File: src/rtl/attn_score_scale_4x4_if.sv
// Bus bundle for attn_score_scale_4x4: run handshake, 4x4 score inputs, scaled outputs and row maxima.
// Element (r,c) lives at index 4*r+c in a_i and s_o; m_o[r] is the maximum of scaled row r.
interface attn_score_scale_4x4_if;
    logic        start_i;
    logic [31:0] a_i [16];
    logic        busy_o;
    logic        done_o;
    logic [31:0] s_o [16];
    logic [31:0] m_o [4];

    modport master (output start_i, a_i, input busy_o, done_o, s_o, m_o);
    modport slave  (input start_i, a_i, output busy_o, done_o, s_o, m_o);
endinterface

File: src/rtl/attn_score_scale_4x4.sv
// Serial 2^-SHIFT FP32 score scaler with per-row max, feeding the 4x4 softmax.
// Optional feature: define CAUSAL_MASK_EN to replace upper-triangle elements (c>r) with -100.0.
module attn_score_scale_4x4 #(
    parameter int SHIFT = 1
) (
    input  logic                     clk,
    input  logic                     rst,
    attn_score_scale_4x4_if.slave    bus
);
    localparam logic [1:0] ST_IDLE = 2'd0;
    localparam logic [1:0] ST_RUN  = 2'd1;
    localparam logic [1:0] ST_DONE = 2'd2;

    localparam logic [7:0] SHIFT_E = 8'(SHIFT);
`ifdef CAUSAL_MASK_EN
    localparam logic [31:0] MASK_VAL = 32'hC2C8_0000;
`endif

    logic [1:0]  state_q, state_d;
    logic [3:0]  idx_q, idx_d;
    logic        done_q, done_d;
    logic [31:0] max_q, max_d;
    logic [31:0] elem;
    logic [31:0] snap_q [16];
    logic [31:0] s_q [16];
    logic [31:0] m_q [4];

    // Exponent-only scaling; anything that would land at or below e==0 is flushed to signed zero.
    function automatic logic [31:0] scale(input logic [31:0] w);
        logic [7:0] e;
        e = w[30:23];
        if (e == 8'hFF)        return w;
        else if (e <= SHIFT_E) return {w[31], 31'b0};
        else                   return {w[31], e - SHIFT_E, w[22:0]};
    endfunction

    function automatic logic [31:0] order_key(input logic [31:0] w);
        return w[31] ? ~w : (w | 32'h8000_0000);
    endfunction

    // NOTE: every always_comb output gets a default up front so no path can infer a latch.
    always_comb begin
        state_d = state_q;
        idx_d   = idx_q;
        done_d  = 1'b0;
        max_d   = max_q;
        elem    = scale(snap_q[idx_q]);
`ifdef CAUSAL_MASK_EN
        if (idx_q[1:0] > idx_q[3:2]) elem = MASK_VAL;
`endif
        case (state_q)
            ST_IDLE: begin
                if (bus.start_i) begin
                    state_d = ST_RUN;
                    idx_d   = 4'd0;
                end
            end
            ST_RUN: begin
                // Column 0 seeds the running max; ties keep the earlier column.
                if (idx_q[1:0] == 2'd0 || order_key(elem) > order_key(max_q)) max_d = elem;
                idx_d = idx_q + 4'd1;
                if (idx_q == 4'd15) state_d = ST_DONE;
            end
            ST_DONE: begin
                done_d  = 1'b1;
                state_d = ST_IDLE;
            end
            default: state_d = ST_IDLE;
        endcase
    end

    // NOTE: the snapshot is a data store consumed only after a start, so it carries no reset.
    always_ff @(posedge clk) begin
        if (state_q == ST_IDLE && bus.start_i) begin
            for (int i = 0; i < 16; i++) snap_q[i] <= bus.a_i[i];
        end
    end

    // NOTE: sequential state uses non-blocking assignments so all registers update from pre-edge values.
    always_ff @(posedge clk) begin
        if (rst) begin
            state_q <= ST_IDLE;
            idx_q   <= 4'd0;
            done_q  <= 1'b0;
            max_q   <= 32'h0;
            for (int i = 0; i < 16; i++) s_q[i] <= 32'h0;
            for (int i = 0; i < 4; i++)  m_q[i] <= 32'h0;
        end else begin
            state_q <= state_d;
            idx_q   <= idx_d;
            done_q  <= done_d;
            max_q   <= max_d;
            if (state_q == ST_RUN) begin
                s_q[idx_q] <= elem;
                if (idx_q[1:0] == 2'd3) m_q[idx_q[3:2]] <= max_d;
            end
        end
    end

    assign bus.busy_o = (state_q != ST_IDLE);
    assign bus.done_o = done_q;
    assign bus.s_o    = s_q;
    assign bus.m_o    = m_q;
endmodule
File: src/flat_wrapper.sv
// flat-port wrapper written by rule: the top's interface ports become plain ports
module attn_score_scale_4x4_flat 
#(
    parameter int SHIFT = 1
)
  (clk, rst, bus_start_i, bus_a_i, bus_busy_o, bus_done_o, bus_s_o, bus_m_o);
  attn_score_scale_4x4_if bus_i ();
  input  logic clk;
  input  logic rst;
  input wire logic [$bits(bus_i.start_i)-1:0] bus_start_i;
  input wire logic [$bits(bus_i.a_i)-1:0] bus_a_i;
  output wire logic [$bits(bus_i.busy_o)-1:0] bus_busy_o;
  output wire logic [$bits(bus_i.done_o)-1:0] bus_done_o;
  output wire logic [$bits(bus_i.s_o)-1:0] bus_s_o;
  output wire logic [$bits(bus_i.m_o)-1:0] bus_m_o;
  assign bus_i.start_i = bus_start_i;
  assign bus_i.a_i = {>>{bus_a_i}};
  assign bus_busy_o = bus_i.busy_o;
  assign bus_done_o = bus_i.done_o;
  assign bus_s_o = {>>{bus_i.s_o}};
  assign bus_m_o = {>>{bus_i.m_o}};
  attn_score_scale_4x4 #(.SHIFT(SHIFT)) u_core (.clk(clk), .rst(rst), .bus(bus_i));
endmodule
File: config.mk
export PLATFORM = sky130hd
export DESIGN_NAME = attn_score_scale_4x4_flat
export DESIGN_NICKNAME = d
export VERILOG_FILES = /design/src/rtl/attn_score_scale_4x4_if.sv /design/src/rtl/attn_score_scale_4x4.sv /design/src/flat_wrapper.sv
export SDC_FILE = /design/constraint.sdc
export NUM_CORES = 2
export LEC_CHECK = 0
export ABC_AREA = 1
export BUFFER_PORTS_ARGS = -buffer_cell sky130_fd_sc_hd__buf_2
export CAP_MARGIN = 20
export CORE_AREA = 2 2 453 455
export CTS_BUF_LIST = sky130_fd_sc_hd__clkbuf_4
export DETAILED_ROUTE_END_ITERATION = 8
export DIE_AREA = 0 0 455 457
export GPL_TIMING_DRIVEN = 0
export HOLD_SLACK_MARGIN = 0.02
export PLACE_DENSITY_LB_ADDON = 0.12
export SYNTH_ARGS = -nofsm -noshare
export SYNTH_HDL_FRONTEND = slang
export SYNTH_SLANG_ARGS = --single-unit
File: constraint.sdc
create_clock -name clk -period 15 [get_ports clk]
set_clock_uncertainty 0.2 [all_clocks]
set_input_delay 1.5 -clock clk [delete_from_list [all_inputs] [get_ports clk]]
set_output_delay 1.5 -clock clk [all_outputs]
set_load 0.01 [all_outputs]
[After elaboration in Yosys (flattened, before gate mapping)]
Memories as Yosys holds them, arrays and structs flattened. A register that Yosys moved wholly into a read port is not among the register bits.
Cells that the tools add are included.
Word-level totals
  memories: 1
  logic and storage cells: 77
  input bits: 515
  flip-flop bits (word level): 679
  output and inout port bits: 642
  RAM bits: 512
Cells by class
  eq/ne operators: 7
  multiplexer cells: 22
  reduce and logical (&&, ||, !) cells: 11
  add/subtract/negate cells: 2
  $lt $le $gt $ge: 6
  bitwise gates (word level): 4
Memory list
  u_core.snap_q: words 16, bits a word 32, read ports 1, clocked after memory_dff 1, write ports 16, RTL line attn_score_scale_4x4.sv:24  | logic [31:0] snap_q [16];
Operators with widths (number)
  bitwise mux 512 bit: 1
  2-to-1 mux 32 bit: 6
  bitwise mux 128 bit: 1
  demux 32 bit (select 4 bit): 1
  demux 32 bit (select 2 bit): 1
  NOT 32 bit: 2
  2-to-1 mux 31 bit: 2
  greater-than comparator 32 bit: 1
  2-to-1 mux 4 bit: 3
  == test 8 bit, second input constant: 1
  less-or-equal comparator 8 x 1 -> 1 bit, second input constant: 1
  one-hot mux 4 bit (2 select lines): 1
  subtractor 8 x 1 -> 8 bit, second input constant: 1
  AND reduction 2 bit: 3
  >= comparator 5 bit, second input constant: 1
  less-than comparator 5 x 1 -> 1 bit, second input constant: 1
  NOT 4 -> 5 bit: 1
  adder 4 x 1 -> 4 bit, second input constant: 1
  == test 2 bit, second input constant: 2
  == test 4 bit, second input constant: 1
  zero test 2 bit: 2
  2-to-1 mux 2 bit: 2
  one-hot mux 2 bit (2 select lines): 1
  nonzero test 2 bit: 2
  9 further kinds: 13

[Logic depth before layout (Yosys ltp)]
  depth after elaboration: 10
  mapped depth: 36
  depth with buffers taken out: 32

[Worst setup path after synthesis]
OpenSTA, ideal clock, no wires.
  path kind: input to register
  start: input port bus_start_i
  end: memory u_core.snap_q[0][0], enable pin
  data required time: 13.941 ns
  cell stages on the path: 2
  slack: 2.464 ns
  arrival: 11.477 ns
  library setup time: 0.859 ns
  path buffers: 0
  cells stage by stage: nand2_1 > inv_1
RTL lines
  start: declaration: RTL line flat_wrapper.sv:10  | input wire logic [$bits(bus_i.start_i)-1:0] bus_start_i;
  end: declaration: RTL line attn_score_scale_4x4.sv:24

==> run metrics <==
outcome=finished, final reports clean; register area share after synthesis=0.642; CTS clk-pin slew, worst paths=0.08 ns; worst vdd ir=about 0.063 mV; Yosys reg bits=between 1,000 and 1,500; GRT Total Usage=0.237; Chip Height=between 400 and 500 um; Layout area overhead=42.1%; RSZ-0062 raised after global routing=false; Core ar.=203,000 sq um; synthesized instance count=4,536; dpl ws=between 7 and 8 ns; dominant synthesized flop cell=dfxtp_1; Final min period=7.22 ns; Max Fclk=0.138 GHz; Setup Viol. Count Final=0; LEAKAGE=0.0283 uW; router iterations before antenna repair=7; DR iter-0 viols=around 3,100; post-route clock period utilization=0.482; number of nets with antenna violations after routing=0; Post-DP Area=54,800 sq um; total number of vias=about 43,000; input/output buffers=1,156; H-tree level count=5; grt ovf=0; die width=455 um; Final Hold Fails=0; Syn. warnings=0; CTS Buffer Depth=4; Final Cell Area=64,300 sq um; starting density of the core=0.223; EDFF count, synth=512; antenna violations before repair=between 60 and 70; Req. time, crit path=roughly 16 ns; DRC=0; Num CTS Buffers=about 370; vias in the first global route=around 43,000; final setup margin=between 7 and 8 ns; Worst Hold Class=in -> reg; first-pass GRT wire length=between 300,000 and 400,000 um; Via density=4.50; Cell variety after synth=45; P per Cell Area=between 100 and 150 nW/um^2; I/O pins=1,157; Worst Path Max Fanout=10; largest net degree at the start of global routing=122; Post-CTS Setup Bufs=0; CTS tree=yes; Root Buffer Master=clkbuf_4; CP Capture Type=register; wire length per cell=about 27 um; Slew Limit Headroom=0.231; Synthesized Nets=~5,100; Post-Route WL=254,000 um; synthesized area=approximately 45,000 sq um; syn avg cell area=between 9 and 10 sq um; site row count=around 170; Arr. time, crit path=around 8 ns; Layout Nets=between 7,000 and 8,000; layout cells sized above 1=0.278; Max Cap Viol=0; worst setup path class=reg -> reg; Post-Route Utilization=0.316; clk_lat worst skew=between 1 and 1.5 ns; TNS Setup=0 ns; Placer Congestion=0.854; Least-Margin Pin Slew=~1.1 ns; CTS Sinks=around 1,200; hold_buf cts=510; DIE AREA=208,000 sq um; HPWL Detailed=around 190,000 um; post-cts sizing count=0; crit path launch type=register; fin. max-slew vios=0; Post-synth ARST share=0
-- worst paths after layout --
check,slack [ns],to,from,cells past startpoint
worst max-delay path,7.78,u_core.bus.m_o[23],register,22
worst min-delay path,0.24,u_core.snap_q[7][23],bus_a_i[279],1
worst max register to register,7.78,u_core.bus.m_o[23],register,22
worst min register to register,0.24,u_core.bus.done_o,u_core.state_q[0],1
-- critical path, cell delays in order (launching register included) --
cell	delay [ns]
dfxtp_1	0.41
clkbuf_1	0.80
clkbuf_1	0.53
buf_1	0.69
nand3_1	0.15
nand2_1	0.61
inv_2	0.37
buf_4	0.32
xor2_1	0.18
ha_1	0.36
nand2_1	0.09
nor4_1	0.40
nand2_1	0.10
nand2_1	0.07
nand2_1	0.05
nand2_1	0.07
nand2_1	0.04
nand2_1	0.14
buf_2	0.37
buf_2	0.32
nand3_1	0.17
nand2_1	0.43
a21oi_1	0.13
-- per-stage QoR --
| stage | power [uW] | hold slack [ns] | std cells |
|---|---|---|---|
| finish | 7900 | 0.236 | 9561 |
| global route | 8280 | 0.0530 | 9552 |
| CTS | 8030 | 0.0295 | 9517 |
| detailed placement | 4720 | 0.258 | 8398 |
| global placement | 4780 | 0.256 | 8380 |
| floorplan | 4190 | 0.222 | 4536 |
-- cell families after synthesis --
group,after synthesis,synth area share
XOR/XNOR,62,0.0120
AO/OA/AOI/OAI,1413,0.170
buffers and inverters,616,0.0561
adder cells (fa/ha/maj),39,0.0108
AND/OR/NAND/NOR,1211,0.109
flip-flops,1195,0.642
-- Yosys cell counts, types with 4 or more instances --
cell / n / share of area
o21ai_0: 698 / 0.077
dfxtp_1: 683 / 0.30
nor2_1: 541 / 0.045
a21oi_1: 525 / 0.058
edfxtp_1: 512 / 0.34
nand2_1: 493 / 0.041
inv_1: 254 / 0.021
clkbuf_1: 242 / 0.020
nand3_1: 124 / 0.014
buf_2: 70 / 0.0077
o221ai_1: 68 / 0.013
ha_1: 39 / 0.011
xor2_1: 32 / 0.0062
xnor2_1: 30 / 0.0058
o21ai_1: 26 / 0.0029
o21ai_2: 23 / 0.0045
o211ai_1: 20 / 0.0033
a32o_1: 14 / 0.0031
buf_1: 14 / 0.0012
o22ai_1: 14 / 0.0019
buf_4: 12 / 0.0020
buf_6: 12 / 0.0030
nand2_4: 12 / 0.0030
a21oi_2: 10 / 0.0019
and3_1: 9 / 0.0012
inv_2: 9 / 0.00075
nand4_1: 9 / 0.0012
o21ai_4: 9 / 0.0032
nand2_2: 8 / 0.0011
nand3_2: 4 / 0.00088
-- state kept, by name, summed over array words and instances, names as in the netlist, named ones only --
signal / cells
u_core.state_q: 2
u_core.max_q: 32
u_core.idx_q: 4
u_core.bus.m_o: 128
u_core.bus.s_o: 512
u_core.snap_q: 512
u_core.bus.done_o: 1
-- area by class of cell --
class	instances	area, sq um
diodes	43	108
plain buffers	351	1540
clock buffers	523	3930
clock inverters	86	367
fillers	21659	139000
inverters	265	1000
multi-input cells	2725	13700
flip-flops and latches	1195	29000
well taps	2688	3360
repair buffers	1685	11200
-- metal layers --
layer	share of wire	GRT usage	vias to the layer above	wire (um)
met5	0.00042	0	-	107
met4	0.040	0.0957	18	10200
met3	0.071	0.0653	460	18000
met2	0.50	0.418	1759	127000
met1	0.39	0.266	20786	98800
li1	-	-	19984	-
-- power by group --
part	internal, uW	total (uW)	leakage [uW]	switching [uW]
registers	3530	3590	0.0104	54.6
logic	362	1170	0.0153	804
clock network	1600	3140	0.00259	1540
total	5500	7900	0.0283	2400
-- cells in the final DEF (no fill, tap or decap), drive strengths merged, types with 2 or more instances in the layout --
cell type and instances:
a21oi 535, dfxtp 683, o21bai 2, buf 1283, nand2 513, o21a 2, dlygate4sd3 510, o22ai 14
diode 43, nor3 3, and3 9, xnor2 30, nor2 543, clkinv 79, xor2 32, o211ai 20
ha 39, nand4 9, o21ai 756, a32o 14, clkbuf 766, edfxtp 512, nand3 129, inv 270
o221ai 68, or2 2
No activity file was read; power rests on OpenSTA's default activity.
